`src/rtl/digit_serial_mult_ctrl.sv`:
```
// Digit-serial multiply sequencer: walks every 2-bit digit pair of two captured
// operands through an external 2x2 multiplier and accumulates the weighted products.
module digit_serial_mult_ctrl #(
    parameter int WIDTH = 8
) (
    input  logic                 clk,
    input  logic                 rst,
    input  logic                 in_valid,
    output logic                 in_ready,
    input  logic [WIDTH-1:0]     op_a,
    input  logic [WIDTH-1:0]     op_b,
    output logic [1:0]           mul_a,
    output logic [1:0]           mul_b,
    input  logic [3:0]           mul_p,
    output logic                 busy,
    output logic                 out_valid,
    input  logic                 out_ready,
    output logic [2*WIDTH-1:0]   result
);
    localparam int N  = WIDTH / 2;
    localparam int IW = (N > 1) ? $clog2(N) : 1;

    typedef enum logic [1:0] {S_IDLE, S_RUN, S_DONE} state_t;

    state_t               r_state, w_next;
    logic [WIDTH-1:0]     r_a, r_b;
    logic [2*WIDTH-1:0]   r_acc;
    logic [IW-1:0]        r_i, r_j;
    logic                 w_last, w_accept;
    logic [IW+1:0]        w_sh;
    logic [2*WIDTH-1:0]   w_pp;
    logic [WIDTH-1:0]     w_da, w_db;

    assign w_last = (r_i == IW'(N-1)) && (r_j == IW'(N-1));

    always_ff @(posedge clk) begin
        if (rst) r_state <= S_IDLE;
        else     r_state <= w_next;
    end

    // Handshake outputs depend on state only, so in_ready never sees in_valid/out_ready.
    always_comb begin
        w_next    = r_state;
        in_ready  = 1'b0;
        busy      = 1'b0;
        out_valid = 1'b0;
        w_accept  = 1'b0;
        case (r_state)
            S_IDLE: begin
                in_ready = 1'b1;
                if (in_valid) begin
                    w_accept = 1'b1;
                    w_next   = S_RUN;
                end
            end
            S_RUN: begin
                busy = 1'b1;
                if (w_last) w_next = S_DONE;
            end
            S_DONE: begin
                out_valid = 1'b1;
                if (out_ready) w_next = S_IDLE;
            end
            default: w_next = S_IDLE;
        endcase
    end

    assign w_da   = r_a >> {r_i, 1'b0};
    assign w_db   = r_b >> {r_j, 1'b0};
    assign mul_a  = busy ? w_da[1:0] : 2'b00;
    assign mul_b  = busy ? w_db[1:0] : 2'b00;

    // Digit weight is 4^(i+j), i.e. a left shift by 2*(i+j).
    assign w_sh   = {1'b0, r_i, 1'b0} + {1'b0, r_j, 1'b0};
    assign w_pp   = {{(2*WIDTH-4){1'b0}}, mul_p} << w_sh;
    assign result = out_valid ? r_acc : '0;

    always_ff @(posedge clk) begin
        if (rst) begin
            r_a   <= '0;
            r_b   <= '0;
            r_acc <= '0;
            r_i   <= '0;
            r_j   <= '0;
        end else if (w_accept) begin
            r_a   <= op_a;
            r_b   <= op_b;
            r_acc <= '0;
            r_i   <= '0;
            r_j   <= '0;
        end else if (r_state == S_RUN) begin
            r_acc <= r_acc + w_pp;
            if (w_last) begin
                r_i <= '0;
                r_j <= '0;
            end else if (r_j == IW'(N-1)) begin
                r_j <= '0;
                r_i <= r_i + IW'(1);
            end else begin
                r_j <= r_j + IW'(1);
            end
        end
    end
endmodule

```
`config.mk`:
```
export PLATFORM = sky130hd
export DESIGN_NAME = digit_serial_mult_ctrl
export DESIGN_NICKNAME = d
export VERILOG_FILES = /design/src/rtl/digit_serial_mult_ctrl.sv
export SDC_FILE = /design/constraint.sdc
export NUM_CORES = 1
export LEC_CHECK = 0
export ABC_AREA = 0
export BUFFER_PORTS_ARGS = -buffer_cell sky130_fd_sc_hd__buf_2
export CORE_MARGIN = 2
export CORE_UTILIZATION = 45
export CTS_CLUSTER_SIZE = 14
export DETAILED_ROUTE_END_ITERATION = 10
export PLACE_DENSITY_LB_ADDON = 0.25
export SETUP_SLACK_MARGIN = 0.02
export SYNTH_ARGS = -nofsm -noshare
export SYNTH_HDL_FRONTEND = slang
export SYNTH_SLANG_ARGS = --single-unit
```
`constraint.sdc`:
```
create_clock -name clk -period 6.8 [get_ports clk]
set_clock_uncertainty 0.2 [all_clocks]
set_input_delay 1.36 -clock clk [delete_from_list [all_inputs] [get_ports clk]]
set_output_delay 1.36 -clock clk [all_outputs]
set_load 0.1 [all_outputs]
```
==> results.cfg, run 1 <==
[status]
status = completed

[timing]
min_period_over_period_pct = 62.33
finalSetupViolations = 0
fin_tns_setup_ns = 0
worst_slew_pin_slew_ns = 1.129
relSlewSlack_pct = 24.55
maxSlewViolCount = 0
worst_slack_ns = 2.562
rsz0062_at_grt = false
fin_crit_ns = 4.238
max_freq_mhz = 235.9
hold_viol_final = 0

[floorplanning]
start_util_pct = 47.00
die_w_um = 80.31
io_pins = 47
fp.coreArea_mm2 = 0.005574
die_height_um = 80.31
row_count = 27
dieArea_mm2 = 0.006449

[job]
cap_violations = 0

[finish]
antenna_cells = 0
nets = 419
layout-drive-gt1-share_pct = 17.87
seq_area_um2 = 760.7
area_growth_pct = 14.04
multi_input_area_mm2 = 0.001748
nFillCells = 564

[clock_tree]
cts_setup_buffers = 0
cts-root-buf = clkbuf_8
numCtsBuffers = 5
cts_resized = 0
clkSlewWorstSetupHoldPaths_ns = 0.08
cts_tree = yes
htree_num_levels = 2
clkLatencyLatePin_ns = 0.30
clock_sinks = 38
postCtsHoldBufs = 0
clockBufferDepth = 2

[power_and_ir_drop]
power.density_mw_per_mm2 = 174.9
leakage_uw = 0.001302
vdd_drop_max_mv = 0.1144

[synth]
synth_area_mm2 = 0.002620
synthFlopType = dfxtp_1
synth_area_leaders = dfxtp_1 29%, ha_1 9.1%, nand2_1 8.6%
synthArstFlopShare_pct = 0
netlist_instances = 336
syn_avg_cell_area_um2 = 7.798
synth.net_count = 381
yosys.area.top_type = dfxtp_1
seq_area_frac_synth_pct = 29.04
yosys_warnings = 0
ys_ff_latch = 38
yosysTopAreaCellShare_pct = 29.04
synth_enable_flop_cells = 0
synth_cell_types = 50

[route]
drtAntennaViolNets = 0
vias = 2401
drtPass1Iterations = 4
drt_first_iter_violations = 88
wirelength_mm = 6.240
drcViolationCount = 0
viasPerCell = 5.371
routedWlPerCell_um = 13.96

[placed_design]
post-place-ws_ns = 2.906
dp_hpwl_mm = 4.565
io_buffers = 46
routabilityCongestion = 0.9213

[worst_setup_path]
reg2reg_depth = 13
cp-end-kind = output port
critPathMaxFanout = 26
worstSetupStartpointType = flop
arrival_ns = 2.68
reg2reg_to = r_acc[13]$_SDFFE_PP0P_
crit_type = reg2out
crit_required_ns = 5.24
r2r_start = r_j[0]$_SDFFE_PP0P_
r2r_slack_ns = 3.08

[worst_hold_path]
holdPathEnd = r_a[5]$_SDFFE_PP0P_
hold_path.class = reg2reg
hold_path.startpoint = r_a[5]$_SDFFE_PP0P_
hold-path-cell-count = 2

[global_route]
gr-total-overflow = 0
grt_antenna_before_repair = 0
grt_pass1_wl_mm = 10.56
grt_usage_pct = 21.07
grt_pass1_vias = 2231
grt_max_degree = 27
[registers in the layout, indices dropped and copies added, names as in the netlist]
signal and flops:
r_acc 16, r_a 8, r_b 8, r_i 2, r_j 2, r_state 2
[synthesized netlist by cell type, drive strengths merged, types with 2 or more instances]
cell,count
a2111oi,2
a211oi,2
a21o,7
a21oi,39
a31oi,4
and2,23
and3,5
buf,4
clkbuf,12
dfxtp,38
fa,2
ha,19
inv,10
mux2i,3
mux4,4
nand2,60
nand2b,6
nand3,12
nor2,26
nor2b,5
nor3,5
nor3b,3
nor4,2
o211ai,2
o21ai,15
o21bai,2
o2bb2ai,2
o31ai,2
xnor2,6
xor2,4
[layout by cell type (no fill, tap or decap), types with 2 or more instances in the layout]
cell type / synthesis / layout
o31ai_1: 2 / 2
nand2_1: 60 / 60
a21oi_1: 37 / 37
and3_1: 5 / 5
a21o_1: 7 / 7
a31oi_1: 4 / 4
nor2_1: 25 / 25
ha_1: 19 / 19
o21ai_1: 2 / 2
o21ai_0: 12 / 12
nor3_1: 4 / 4
inv_1: 10 / 10
fa_1: 2 / 2
nor3b_1: 2 / 2
clkinvlp_4: 0 / 2
and2_1: 23 / 23
xor2_1: 4 / 4
clkbuf_8: 0 / 5
o2bb2ai_1: 2 / 2
dfxtp_1: 38 / 38
nor4_1: 2 / 2
a21oi_2: 2 / 2
mux2i_1: 2 / 2
xnor2_1: 6 / 6
o21bai_1: 2 / 2
mux4_2: 4 / 4
o211ai_1: 2 / 2
nand3_1: 12 / 12
nand2b_1: 6 / 6
nor2b_1: 5 / 5
a211oi_1: 2 / 2
buf_2: 2 / 46
[through the flow]
| stage | std cells | total power [uW] | utilization [%] | instance area, um2 | hold slack [ns] |
|---|---|---|---|---|---|
| 6_report | 447 | 522.6 | 53.60 | 2988 | 0.2543 |
| 3_3_place_gp | 439 | 322.7 | 51.56 | 2874 | 0.2404 |
| 3_5_place_dp | 439 | 324.4 | 51.56 | 2874 | 0.2431 |
| 2_1_floorplan | 336 | 304.1 | - | 2620 | 0.2331 |
| 4_1_cts | 447 | 526.0 | 53.60 | 2988 | 0.2550 |
| 5_1_grt | 447 | 544.4 | 53.60 | 2988 | 0.2774 |
[final cells by class]
| type | instances | area share (%) |
|---|---|---|
| clock inverter | 3 | 1.508 |
| multi-input combinational | 272 | 58.50 |
| tap | 72 | 3.015 |
| inverter | 10 | 1.256 |
| sequential | 38 | 25.46 |
| timing repair buffer | 47 | 7.956 |
| clock buffer | 5 | 2.303 |
[power by group]
part | switching [uW] | internal (uW)
Clock | 94.1 | 109
Sequential | 6.54 | 231
Combinational | 54.6 | 26.8
Total | 155 | 367
[routing by layer]
layer  vias up  GRT usage (%)  wire length, um
met1      1104          28.55             3075
li1       1243              -                -
met5         -              0                0
met2        44          33.67             2812
met3        10          4.494              256
met4         0          6.102               96
[how the worst max path moves through the flow]
stage,from,endpoint,slack (ns),cells after the start
2_1_floorplan,r_state[1]$_SDFFE_PP0P_,mul_a[0],2.62,5
3_3_place_gp,r_state[1]$_SDFFE_PP0P_,mul_b[1],2.96,4
3_5_place_dp,r_state[1]$_SDFFE_PP0P_,mul_b[1],2.91,4
4_1_cts,r_state[1]$_SDFFE_PP0P_,mul_b[1],2.56,4
5_1_grt,r_state[1]$_SDFFE_PP0P_,mul_b[1],2.28,4
6_report,r_state[1]$_SDFFE_PP0P_,mul_b[1],2.56,4
[logic make-up after synthesis]
logic type	share of synthesized area, %
and+or+nand+nor	27.75
AOI/OAI and AO/OA	20.30
DFF	29.04
buffers and inverters	4.250
adders and majority gates	10.60
xor gates and xnor gates	3.343
muxes	4.728
[critical path, cell delays in order (launching register included)]
cell and delay, ns:
dfxtp_1 0.41, nand2b_1 0.78, inv_1 0.60, and2_1 0.29
buf_2 0.29
No activity file was read; power rests on OpenSTA's default activity.
==> inputs of run 2 (changes only) <==
Settings changed: ABC_AREA 0 to 1.
Clock period 6.8 ns to 3.7 ns, I/O delays scaled along.
==> run 2 against run 1 <==
  * Via count is 17% higher
  * Utilization shrank 0.37 points
  * Register-to-register slack worse by 2.7 ns
  * Sequential share of layout area decreased by 1.6 points
  * First-iteration DRC count rose by 81%
  * Highest routed layer unchanged
  * Non-clock buffer count increased by 1
  * Synthesized cell count grew 38%
  * Count of clock-buffer cells in the layout grew 1
  * Global-route usage is 0.60 points lower
  * Final cell count rose by 30%
  * Critical path depth grew 12
==> results.cfg, run 2 <==
[timing]
maxSlewViolCount = 0
rsz0062_at_grt = false
min_period_over_period_pct = 90.74
fin_crit_ns = 3.358
worst_slew_pin_slew_ns = 0.6488
hold_viol_final = 0
finalSetupViolations = 0
max_freq_mhz = 297.8
relSlewSlack_pct = 56.64
fin_tns_setup_ns = 0

[global_route]
gr-total-overflow = 0
grt_pass1_wl_mm = 11.79
grt_pass1_vias = 2606
grt_antenna_before_repair = 0
grt_max_degree = 25
grt_usage_pct = 20.48

[power_and_ir_drop]
leakage_uw = 0.001645
power.density_mw_per_mm2 = 292.2
vdd_drop_max_mv = 0.1645

[clock_tree]
postCtsHoldBufs = 0
clockBufferDepth = 2
cts_setup_buffers = 0
htree_num_levels = 2
clkLatencyLatePin_ns = 0.29
clkSlewWorstSetupHoldPaths_ns = 0.08
cts_tree = yes
clock_sinks = 38
cts_resized = 0
cts-root-buf = clkbuf_8
numCtsBuffers = 5

[finish]
reg_top3 = r_acc x16, r_a x8, r_b x8
layout-drive-gt1-share_pct = 13.61
area_growth_pct = 12.89
top_register = r_acc
final_common_cell = nand2_1
final_cell_mix = 138 x nand2_1, 81 x inv_1, 56 x nor2_1
antenna_cells = 0
largest_reg_flops = 16
fin_area_mm2 = 0.003189
nets = 552

[synth]
seq_area_frac_synth_pct = 26.93
yosysTopAreaCellShare_pct = 26.93
yosys.area.top_type = dfxtp_1
synth_area_mm2 = 0.002825
ys_ff_latch = 38
syn_avg_cell_area_um2 = 6.102
synth.net_count = 508
synth_area_leaders = dfxtp_1 27%, nand2_1 18%, inv_1 11%
synthFlopType = dfxtp_1
synth_cell_types = 29
netlist_instances = 463
synthMostInstantiatedCell = nand2_1
yosys_warnings = 0
synthArstFlopShare_pct = 0
synth_enable_flop_cells = 0
yosys-top-cells-count = 138 x nand2_1, 81 x inv_1, 56 x nor2_1, 41 x a21oi_1, 38 x dfxtp_1

[route]
drcViolationCount = 0
drt_first_iter_violations = 159
drtPass1Iterations = 4
routedWlPerCell_um = 11.82
vias = 2805
viasPerCell = 4.820
drtAntennaViolNets = 0
wirelength_mm = 6.882

[floorplanning]
io_pins = 47
dieArea_mm2 = 0.006928
die_height_um = 83.24
start_util_pct = 47.16
die_w_um = 83.24
fp.coreArea_mm2 = 0.005991
row_count = 28

[placed_design]
placed_area_mm2 = 0.003109
dp_hpwl_mm = 5.267
io_buffers = 46
routabilityCongestion = 0.9567

[worst_setup_path]
crit_path_end = r_acc[10]$_SDFFE_PP0P_
crit_required_ns = 3.70
cp-end-kind = flop
crit_type = reg2reg
r2r_slack_ns = 0.34
r2r_start = r_j[0]$_SDFFE_PP0P_
cp-startpoint = r_j[0]$_SDFFE_PP0P_
critPathMaxFanout = 10
reg2reg_to = r_acc[10]$_SDFFE_PP0P_
worstSetupStartpointType = flop
arrival_ns = 3.36
reg2reg_depth = 16

[worst_hold_path]
hold_path.class = reg2reg

[job]
cap_violations = 0

[status]
status = completed
[run 2: cell count changes after synthesis, moves of 5 or more]
cell	change
a21o_1	-7
and2_1	-22
and3_1	-5
clkbuf_1	-7
inv_1	+71
nand2_1	+78
nand2b_1	-6
nand3_1	+14
nor2_1	+31
nor2b_1	-5
[run 2: final cells by class]
type / instances / area, um2
clock inverter: 1 / 7.507
inverter: 83 / 314.1
fill: 641 / 2801
sequential: 38 / 760.7
timing repair buffer: 48 / 245.2
clock buffer: 6 / 72.57
multi-input combinational: 331 / 1695
tap: 75 / 93.84
[run 2: cells by family (layout without fill, tap and decap cells)]
group	after synthesis	after routing	synth area share [%]
mux	1	1	0.3543
buf+inv	94	138	13.06
compound gates	68	68	13.29
simple gates	237	237	35.30
flops	38	38	26.93
fa+ha+maj	21	21	9.832
xor+xnor	4	4	1.240
[run 2: power breakdown]
| part | switching (uW) | leakage [uW] | internal (uW) | total (uW) |
|---|---|---|---|---|
| Sequential | 15.5 | 0.000311 | 431 | 447 |
| Combinational | 133 | 0.00130 | 66.2 | 199 |
| Clock | 156 | 0.0000373 | 130 | 286 |
| Total | 305 | 0.00165 | 627 | 932 |
[run 2: worst min-delay path by stage]
stage / cells past startpoint / end / slack, ns / startpoint
final: 2 / r_a[7]$_SDFFE_PP0P_ / 0.26 / r_a[7]$_SDFFE_PP0P_
after global placement: 2 / r_a[7]$_SDFFE_PP0P_ / 0.25 / r_a[7]$_SDFFE_PP0P_
after floorplan: 2 / r_b[2]$_SDFFE_PP0P_ / 0.24 / r_b[2]$_SDFFE_PP0P_
after global routing: 2 / r_a[2]$_SDFFE_PP0P_ / 0.28 / r_a[2]$_SDFFE_PP0P_
after CTS: 2 / r_a[2]$_SDFFE_PP0P_ / 0.27 / r_a[2]$_SDFFE_PP0P_
after detailed placement: 2 / r_a[2]$_SDFFE_PP0P_ / 0.25 / r_a[2]$_SDFFE_PP0P_
[run 2: metal layers]
layer / track usage (%) / wire (um)
met5: 0 / 0
met1: 26.84 / 3266
met2: 34.97 / 3241
met4: 5.067 / 74
met3: 3.380 / 300
[run 2: worst max-delay path, cell delays in order, from the launching register on]
cell      delay (ns)
dfxtp_1         0.52
ha_1            0.21
inv_1           0.05
fa_1            0.53
inv_1           0.20
nor2_1          0.07
a31oi_1         0.21
nor2_1          0.09
ha_1            0.36
nand2_1         0.10
nand3b_1        0.20
nand2_1         0.14
nand2_1         0.10
nand3_1         0.09
nand3_1         0.10
nand2_1         0.08
inv_1           0.04
[run 2: through the flow]
step	worst slack (ns)	instances	util, %	total power [uW]	hold WS, ns
6_report	0.3425	582	53.24	931.8	0.2633
4_1_cts	0.3637	582	53.24	938.4	0.2668
3_3_place_gp	0.4261	575	51.90	651.2	0.2519
2_1_floorplan	0.4726	463	-	607.2	0.2405
3_5_place_dp	0.3864	575	51.90	654.5	0.2547
5_1_grt	0.06850	582	53.24	986.4	0.2832
